### config.mk
export PLATFORM = sky130hd
export DESIGN_NAME = hazard_sched
export DESIGN_NICKNAME = d
export VERILOG_FILES = /design/src/rtl/hazard_sched.sv
export SDC_FILE = /design/constraint.sdc
export NUM_CORES = 1
export LEC_CHECK = 0
export BUFFER_PORTS_ARGS = -buffer_cell sky130_fd_sc_hd__buf_4
export CAP_MARGIN = 5
export CORE_MARGIN = 3
export CORE_UTILIZATION = 40
export CTS_BUF_LIST = sky130_fd_sc_hd__clkbuf_8
export DETAILED_ROUTE_END_ITERATION = 8
export GPL_TIMING_DRIVEN = 0
export PLACE_DENSITY = 0.62
export SYNTH_ARGS = -nofsm -noshare
export SYNTH_HDL_FRONTEND = slang
export SYNTH_SLANG_ARGS = --single-unit
### constraint.sdc
create_clock -name clk -period 2.47 [get_ports clk]
set_clock_uncertainty 0.15 [all_clocks]
set_input_delay 0.247 -clock clk [delete_from_list [all_inputs] [get_ports clk]]
set_output_delay 0.247 -clock clk [all_outputs]
set_load 0.01 [all_outputs]
### src/rtl/hazard_sched.sv
// Hazard scheduler for the 16-bit five-stage core: EXE/MEM destination scoreboard,
// RAW/load-use stall generation, taken-branch/jump IF/ID flush sequencing and event counters.
module hazard_sched #(
  parameter bit          FWD_EN       = 1'b1,
  parameter int unsigned FLUSH_CYCLES = 1
) (
  input  logic        clk,
  input  logic        rst,
  input  logic        id_valid,
  input  logic [3:0]  src1,
  input  logic [3:0]  src2,
  input  logic        src2_used,
  input  logic [3:0]  id_dest,
  input  logic        id_wb_en,
  input  logic        id_mem_r_en,
  input  logic        br_taken,
  input  logic        jump_en,
  output logic        hazard_detected,
  output logic        freeze_pc,
  output logic        freeze_ifid,
  output logic        bubble_idex,
  output logic        flush_ifid,
  output logic [15:0] stall_cnt,
  output logic [15:0] flush_cnt
);

  localparam int unsigned REG_W = 4;
  localparam int unsigned CNT_W = 2;
  localparam int unsigned EVT_W = 16;
  localparam logic [EVT_W-1:0] EVT_MAX = '1;

  typedef enum logic [0:0] {RUN = 1'b0, FLUSH = 1'b1} state_t;

  state_t             state_q, state_d;
  logic [CNT_W-1:0]   fcnt_q, fcnt_d;
  logic               exe_v_q, exe_v_d;
  logic [REG_W-1:0]   exe_dest_q, exe_dest_d;
  logic               exe_ld_q, exe_ld_d;
  logic               mem_v_q, mem_v_d;
  logic [REG_W-1:0]   mem_dest_q, mem_dest_d;
  logic [EVT_W-1:0]   stall_cnt_q, stall_cnt_d;
  logic [EVT_W-1:0]   flush_cnt_q, flush_cnt_d;

  logic s1_exe_c, s2_exe_c, s1_mem_c, s2_mem_c;
  logic raw_c, hazard_c, redirect_c, issue_c;

  // Source/slot matching; R0 is hardwired zero and never creates a dependency.
  always_comb begin
    s1_exe_c = (src1 != '0) && exe_v_q && (exe_dest_q == src1);
    s2_exe_c = src2_used && (src2 != '0) && exe_v_q && (exe_dest_q == src2);
    s1_mem_c = (src1 != '0) && mem_v_q && (mem_dest_q == src1);
    s2_mem_c = src2_used && (src2 != '0) && mem_v_q && (mem_dest_q == src2);
    if (FWD_EN) begin
      raw_c = id_valid && exe_ld_q && (s1_exe_c || s2_exe_c);
    end else begin
      raw_c = id_valid && (s1_exe_c || s2_exe_c || s1_mem_c || s2_mem_c);
    end
    hazard_c   = raw_c && (state_q == RUN) && !rst;
    redirect_c = (state_q == RUN) && !rst && !hazard_c && id_valid && (br_taken || jump_en);
    issue_c    = (state_q == RUN) && id_valid && !hazard_c;
  end

  always_ff @(posedge clk) begin
    if (rst) begin
      state_q <= RUN;
      fcnt_q  <= '0;
    end else begin
      state_q <= state_d;
      fcnt_q  <= fcnt_d;
    end
  end

  // Flush length counts the redirect cycle itself, so FLUSH holds FLUSH_CYCLES-1 cycles.
  always_comb begin
    state_d = state_q;
    fcnt_d  = fcnt_q;
    case (state_q)
      RUN: begin
        if (redirect_c) begin
          fcnt_d  = CNT_W'(FLUSH_CYCLES - 1);
          state_d = (FLUSH_CYCLES > 1) ? FLUSH : RUN;
        end
      end
      FLUSH: begin
        fcnt_d = fcnt_q - CNT_W'(1);
        if (fcnt_q <= CNT_W'(1)) begin
          state_d = RUN;
        end
      end
      default: state_d = RUN;
    endcase
  end

  always_comb begin
    hazard_detected = 1'b0;
    freeze_pc       = 1'b0;
    freeze_ifid     = 1'b0;
    bubble_idex     = 1'b0;
    flush_ifid      = 1'b0;
    if (hazard_c) begin
      hazard_detected = 1'b1;
      freeze_pc       = 1'b1;
      freeze_ifid     = 1'b1;
      bubble_idex     = 1'b1;
    end else if (redirect_c || ((state_q == FLUSH) && !rst)) begin
      flush_ifid = 1'b1;
    end
  end

  // Scoreboard shift and saturating event counters.
  always_comb begin
    exe_v_d     = issue_c && id_wb_en;
    exe_dest_d  = id_dest;
    exe_ld_d    = issue_c && id_mem_r_en;
    mem_v_d     = exe_v_q;
    mem_dest_d  = exe_dest_q;
    stall_cnt_d = stall_cnt_q;
    flush_cnt_d = flush_cnt_q;
    if (hazard_c && (stall_cnt_q != EVT_MAX)) begin
      stall_cnt_d = stall_cnt_q + EVT_W'(1);
    end
    if (redirect_c && (flush_cnt_q != EVT_MAX)) begin
      flush_cnt_d = flush_cnt_q + EVT_W'(1);
    end
  end

  always_ff @(posedge clk) begin
    if (rst) begin
      exe_v_q     <= 1'b0;
      exe_dest_q  <= '0;
      exe_ld_q    <= 1'b0;
      mem_v_q     <= 1'b0;
      mem_dest_q  <= '0;
      stall_cnt_q <= '0;
      flush_cnt_q <= '0;
    end else begin
      exe_v_q     <= exe_v_d;
      exe_dest_q  <= exe_dest_d;
      exe_ld_q    <= exe_ld_d;
      mem_v_q     <= mem_v_d;
      mem_dest_q  <= mem_dest_d;
      stall_cnt_q <= stall_cnt_d;
      flush_cnt_q <= flush_cnt_d;
    end
  end

  assign stall_cnt = stall_cnt_q;
  assign flush_cnt = flush_cnt_q;

endmodule

==> impl_metrics.toml, run 1 <==
[cells_and_area]
nNetsFinal = 321
drive_above_1_share_pct = 27.67
fin_area_um2 = 2693
antenna_cells = 0
fin_cells = 367
area_delta_synth_final_pct = 29.79
final_util_pct = 55.18

[power]
p_leak_nw = 1.077
power_density_nw_per_um2 = 462.0
power.total_mw = 1.244
peakVddDrop_mv = 0.3424

[placement]
io_buffers = 56
place.gp.congestion = 0.7995
placed_area_um2 = 2579
hpwl_mm = 3.632
dp_cells = 358
dp_worst_setup_slack_ns = 0.09603

[global_routing]
grtUsageMet2_pct = 26.11
grt_use_met3_pct = 4.014
grt_max_degree = 13
grt_pass1_wl_mm = 8.328
busiest_layer = "met2"
grt_overflow = 0
antenna_found_initial = 0
grt.total_usage_pct = 16.93
grt_pass1_vias = 1753
grt_use_met1_pct = 22.98

[logic_synthesis]
synth_edf_count = 0
ys_warn_count = 0
syn_avg_cell_area_um2 = 8.828
synth_nets = 257
netlist_area_um2 = 2074
synth_top_cell_by_area = "dfxtp_1"
ys_seq_area_share_pct = 39.57
synth_top_area_share_pct = 39.57
ys_ff_latch = 41
synthCells = 235
async_reset_ff_share_pct = 0
ys.flop_type = "dfxtp_1"
synth_cell_types = 43
synthTopCellsByArea = "dfxtp_1 (40%), xnor2_1 (5.5%), nor2_1 (4.2%)"

[routing]
viasPerCell = 5.302
vias = 1946
initialDrtViolationCount = 75
wirelength_mm = 5.071
drc = 0
wl_per_cell_um = 13.82
detail-route-antenna-nets = 0
drt-pass1-iter-count = 5

[clocking]
clk_latency_ns = 0.29
clockBufferDepth = 2
clock_sinks = 41
cts_tree = "built"
cts_buffers = 5
root_buffer = "clkbuf_8"
htreeDepth = 2
cts.clk_slew.worst_paths_ns = 0.08
hold_buffers = 0

[timing]
final.min_clock_period_ns = 2.312
rsz0062_at_grt = "no"
fin_setup_tns_ns = 0
final-setup-viol-count = 0
max_slew_margin_pct = 64.11
final_hold_viol_count = 0
final_max_slew_viol_count = 0
fmax_mhz = 432.6
worst_slew_pin_slew_ns = 0.5383
postLayoutSetupSlackWorst_ns = 0.1582
finalCritPeriodShare_pct = 93.59
holdWs_ns = 0.01900

[worst_hold_path]
hold_path_class = "in2reg"

[run_status]
status = "completed"

[flow_run]
max_cap_viol_count = 0

[setup_path]
crit_type = "reg2reg"
cp_data_required_time_ns = 2.49
arrival_ns = 2.33
cp-start-kind = "flop"
crit_family = "simple AND/OR/NAND/NOR gates"
crit_path_max_incr_delay_ns = 0.46
path_cells = "and4_1 -> nand4_1 -> or3_1 -> o211ai_2 -> buf_6 -> buf_4 -> mux2i_1 -> nor2_1"
cpMaxStageDelayCell = "dfxtp_1"
critical_path_buf_inv_count = 2
worstPathMaxFanout = 10
cp-end-kind = "flop"

[floorplanning]
die_y_um = 78.02
core_um2 = 4880
io_pins = 57
start_util_pct = 42.51
std_cell_rows = 25
fp.dieW_um = 78.02
die-area_um2 = 6086
==> path summary, 6_finish.rpt <==
| kind | start | to | slack, ns | cells past startpoint |
|---|---|---|---|---|
| setup reg to reg | stall_cnt[6] | stall_cnt[1] | 0.16 | 8 |
| hold reg to reg | fcnt_q[0] | fcnt_q[0] | 0.32 | 2 |
| setup / recovery | stall_cnt[6] | stall_cnt[1] | 0.16 | 8 |
| hold / removal | id_dest[0] | exe_dest_q[0] | 0.02 | 2 |
==> what timing repair did <==
item,4_1_cts,5_1_grt
setup buffers,0,1
endpoints found under the setup margin,0,10
gates resized for setup,0,2
==> state kept, by name, summed over array words and instances (netlist names) <==
| name | count |
|---|---|
| exe_dest_q | 4 |
| exe_ld_q | 1 |
| exe_v_q | 1 |
| fcnt_q | 2 |
| flush_cnt | 16 |
| stall_cnt | 16 |
| state_q | 1 |
==> Yosys cell counts, drive strengths merged (4+ instances only) <==
master	number
and4	5
nor2	24
inv	9
nor4	7
dfxtp	41
or4	9
a21oi	9
mux2i	7
and3	8
xor2	6
nand4	8
o31ai	6
buf	8
o211ai	4
o21ai	5
nor2b	5
clkbuf	4
xnor2	13
nand2	15
nand3	13
nor3	7
==> cells by family (layout without fill, tap and decap cells) <==
kind of cell / after synthesis / in the layout / share of synthesized area, %
mux: 9 / 9 / 4.463
xor+xnor: 19 / 19 / 8.022
flops: 41 / 41 / 39.57
fa+ha+maj: 2 / 2 / 1.206
buf+inv: 21 / 86 / 5.488
simple gates: 111 / 111 / 30.70
compound gates: 32 / 32 / 10.55
==> metal layers <==
layer	routed length [um]	vias up
met4	62	0
met2	2189	63
li1	-	985
met1	2483	892
met5	0	-
met3	335	6
==> report_power, final <==
part | switching, mW | internal (mW)
combinational | 0.0402 | 0.0441
clock | 0.233 | 0.253
sequential | 0.00647 | 0.667
total | 0.280 | 0.964
==> placed cells by master (no fill, tap or decap), drive strengths merged, types with 9 or more instances in the layout <==
cell,instances
nand2,15
dfxtp,41
or4,9
inv,9
xnor2,13
clkbuf,11
nor2,24
buf,65
nand3,13
a21oi,9
==> cell type report <==
class / instances / area, um2
Fill cell: 499 / 2187
Clock inverter: 1 / 5.005
Sequential cell: 41 / 820.8
Buffer: 12 / 80.08
Clock buffer: 7 / 96.34
Multi-Input combinational cell: 173 / 1145
Timing Repair Buffer: 57 / 427.9
Inverter: 9 / 33.78
Tap cell: 67 / 83.83
Note: power is estimated with default switching activity, not from simulation.
==> run 2, diff against run 1 <==
--- a/config.mk
+++ b/config.mk
@@ -12,7 +12,8 @@
 export CTS_BUF_LIST = sky130_fd_sc_hd__clkbuf_8
 export DETAILED_ROUTE_END_ITERATION = 8
 export GPL_TIMING_DRIVEN = 0
-export PLACE_DENSITY = 0.62
+export PLACE_DENSITY = 0.64
+export RECOVER_POWER = 25
 export SYNTH_ARGS = -nofsm -noshare
 export SYNTH_HDL_FRONTEND = slang
 export SYNTH_SLANG_ARGS = --single-unit
==> constraint.sdc (replaced) <==
create_clock -name clk -period 1.85 [get_ports clk]
set_clock_uncertainty 0.15 [all_clocks]
set_input_delay 0.185 -clock clk [delete_from_list [all_inputs] [get_ports clk]]
set_output_delay 0.185 -clock clk [all_outputs]
set_load 0.01 [all_outputs]
==> impl_metrics.toml, run 2 (synthesized netlist as in run 1, its figures left out) <==
[setup_path]
cp-end-kind = "flop"
cp-start-kind = "flop"
crit_type = "reg2reg"
worstPathMaxFanout = 6
arrival_ns = 2.15
cp_data_required_time_ns = 1.91

[global_routing]
busiest_layer = "met2"
grt_pass1_vias = 2173
grt_pass1_wl_mm = 10.23
grt.total_usage_pct = 20.83
grt_use_met1_pct = 25.29
grt_max_degree = 13
grt_use_met3_pct = 5.275
grt_overflow = 0
grtUsageMet2_pct = 34.42
antenna_found_initial = 0

[timing]
final.min_clock_period_ns = 2.083
fin_setup_tns_ns = -4.278
finalCritPeriodShare_pct = 112.6
max_slew_margin_pct = 59.01
worst_slew_pin_slew_ns = 0.6148
final-setup-viol-count = 32
fmax_mhz = 480.1
holdWs_ns = 0.3218
postLayoutSetupSlackWorst_ns = -0.2327
rsz0062_at_grt = "yes"
final_max_slew_viol_count = 0
final_hold_viol_count = 0

[routing]
drc = 0
viasPerCell = 5.389
initialDrtViolationCount = 133
vias = 2215
wirelength_mm = 6.619
detail-route-antenna-nets = 0
drt-pass1-iter-count = 4
wl_per_cell_um = 16.10

[cells_and_area]
final_util_pct = 71.10
antenna_cells = 0
fin_area_um2 = 3470
final_common_cell = "buf_4"
nNetsFinal = 365
drive_above_1_share_pct = 52.91
fin_cells = 411
layout_common_cells = "buf_4 (92), dfxtp_1 (24), nor2_1 (21)"
area_delta_synth_final_pct = 67.25

[floorplanning]
std_cell_rows = 25
die-area_um2 = 6086
start_util_pct = 42.51
die_y_um = 78.02
io_pins = 57
fp.dieW_um = 78.02
core_um2 = 4880

[clocking]
cts_buffers = 5
clockBufferDepth = 2
htreeDepth = 2
cts_tree = "built"
clk_latency_ns = 0.30
root_buffer = "clkbuf_8"
cts.clk_slew.worst_paths_ns = 0.08
clock_sinks = 41

[power]
power.total_mw = 1.683
p_leak_nw = 1.342
peakVddDrop_mv = 0.4151
power_density_nw_per_um2 = 485.2

[placement]
hpwl_mm = 3.595
dp_cells = 358
dp_worst_setup_slack_ns = -0.2936
place.gp.congestion = 0.8472
placed_area_um2 = 2619
io_buffers = 56

[flow_run]
max_cap_viol_count = 0

[worst_hold_path]
hold_path_class = "reg2reg"

[run_status]
violations = "negative setup slack"
status = "finished, violations left"
## run 2: critical path: stages, from the launching register on
cell and delay, ns:
dfxtp_2 0.36, xnor2_2 0.11, o2111ai_1 0.11, and4b_1 0.28
buf_6 0.14, o211ai_4 0.10, buf_6 0.15, or4_4 0.46
a21oi_1 0.15
## run 2: worst paths after layout
| kind | startpoint | endpoint | slack, ns | depth (start not counted) |
|---|---|---|---|---|
| max | exe_dest_q[0] | stall_cnt[11] | -0.23 | 8 |
| min | fcnt_q[0] | fcnt_q[0] | 0.32 | 2 |
| min reg2reg | fcnt_q[0] | fcnt_q[0] | 0.32 | 2 |
| max reg2reg | exe_dest_q[0] | stall_cnt[11] | -0.23 | 8 |
## run 2: area by class of cell
cell class,count,area [um2]
Buffer,11,86.33
Clock buffer,7,96.34
Tap cell,67,83.83
Clock inverter,1,5.005
Fill cell,397,1410
Inverter,9,33.78
Multi-Input combinational cell,173,1469
Sequential cell,41,859.6
Timing Repair Buffer,102,835.8
## run 2: power breakdown
| part | internal, mW | switching, mW |
|---|---|---|
| registers | 0.881 | 0.00898 |
| logic | 0.0789 | 0.0672 |
| clock network | 0.337 | 0.310 |
| total | 1.30 | 0.386 |
## run 2: per-layer routing
layer	part of all wire, %	vias up
met5	0	-
li1	-	1068
met3	5.1	18
met4	2.7	0
met2	51	72
met1	41	1057
## run 2: repair_timing
action | CTS | global route
buffers inserted | 25 | 13
gates resized for setup | 58 | 41
endpoints found under the hold margin | 6 | 0
pin swaps | 28 | 24
gates cloned | 2 | 0
hold buffers | 6 | 0
endpoints found under the setup margin | 38 | 38
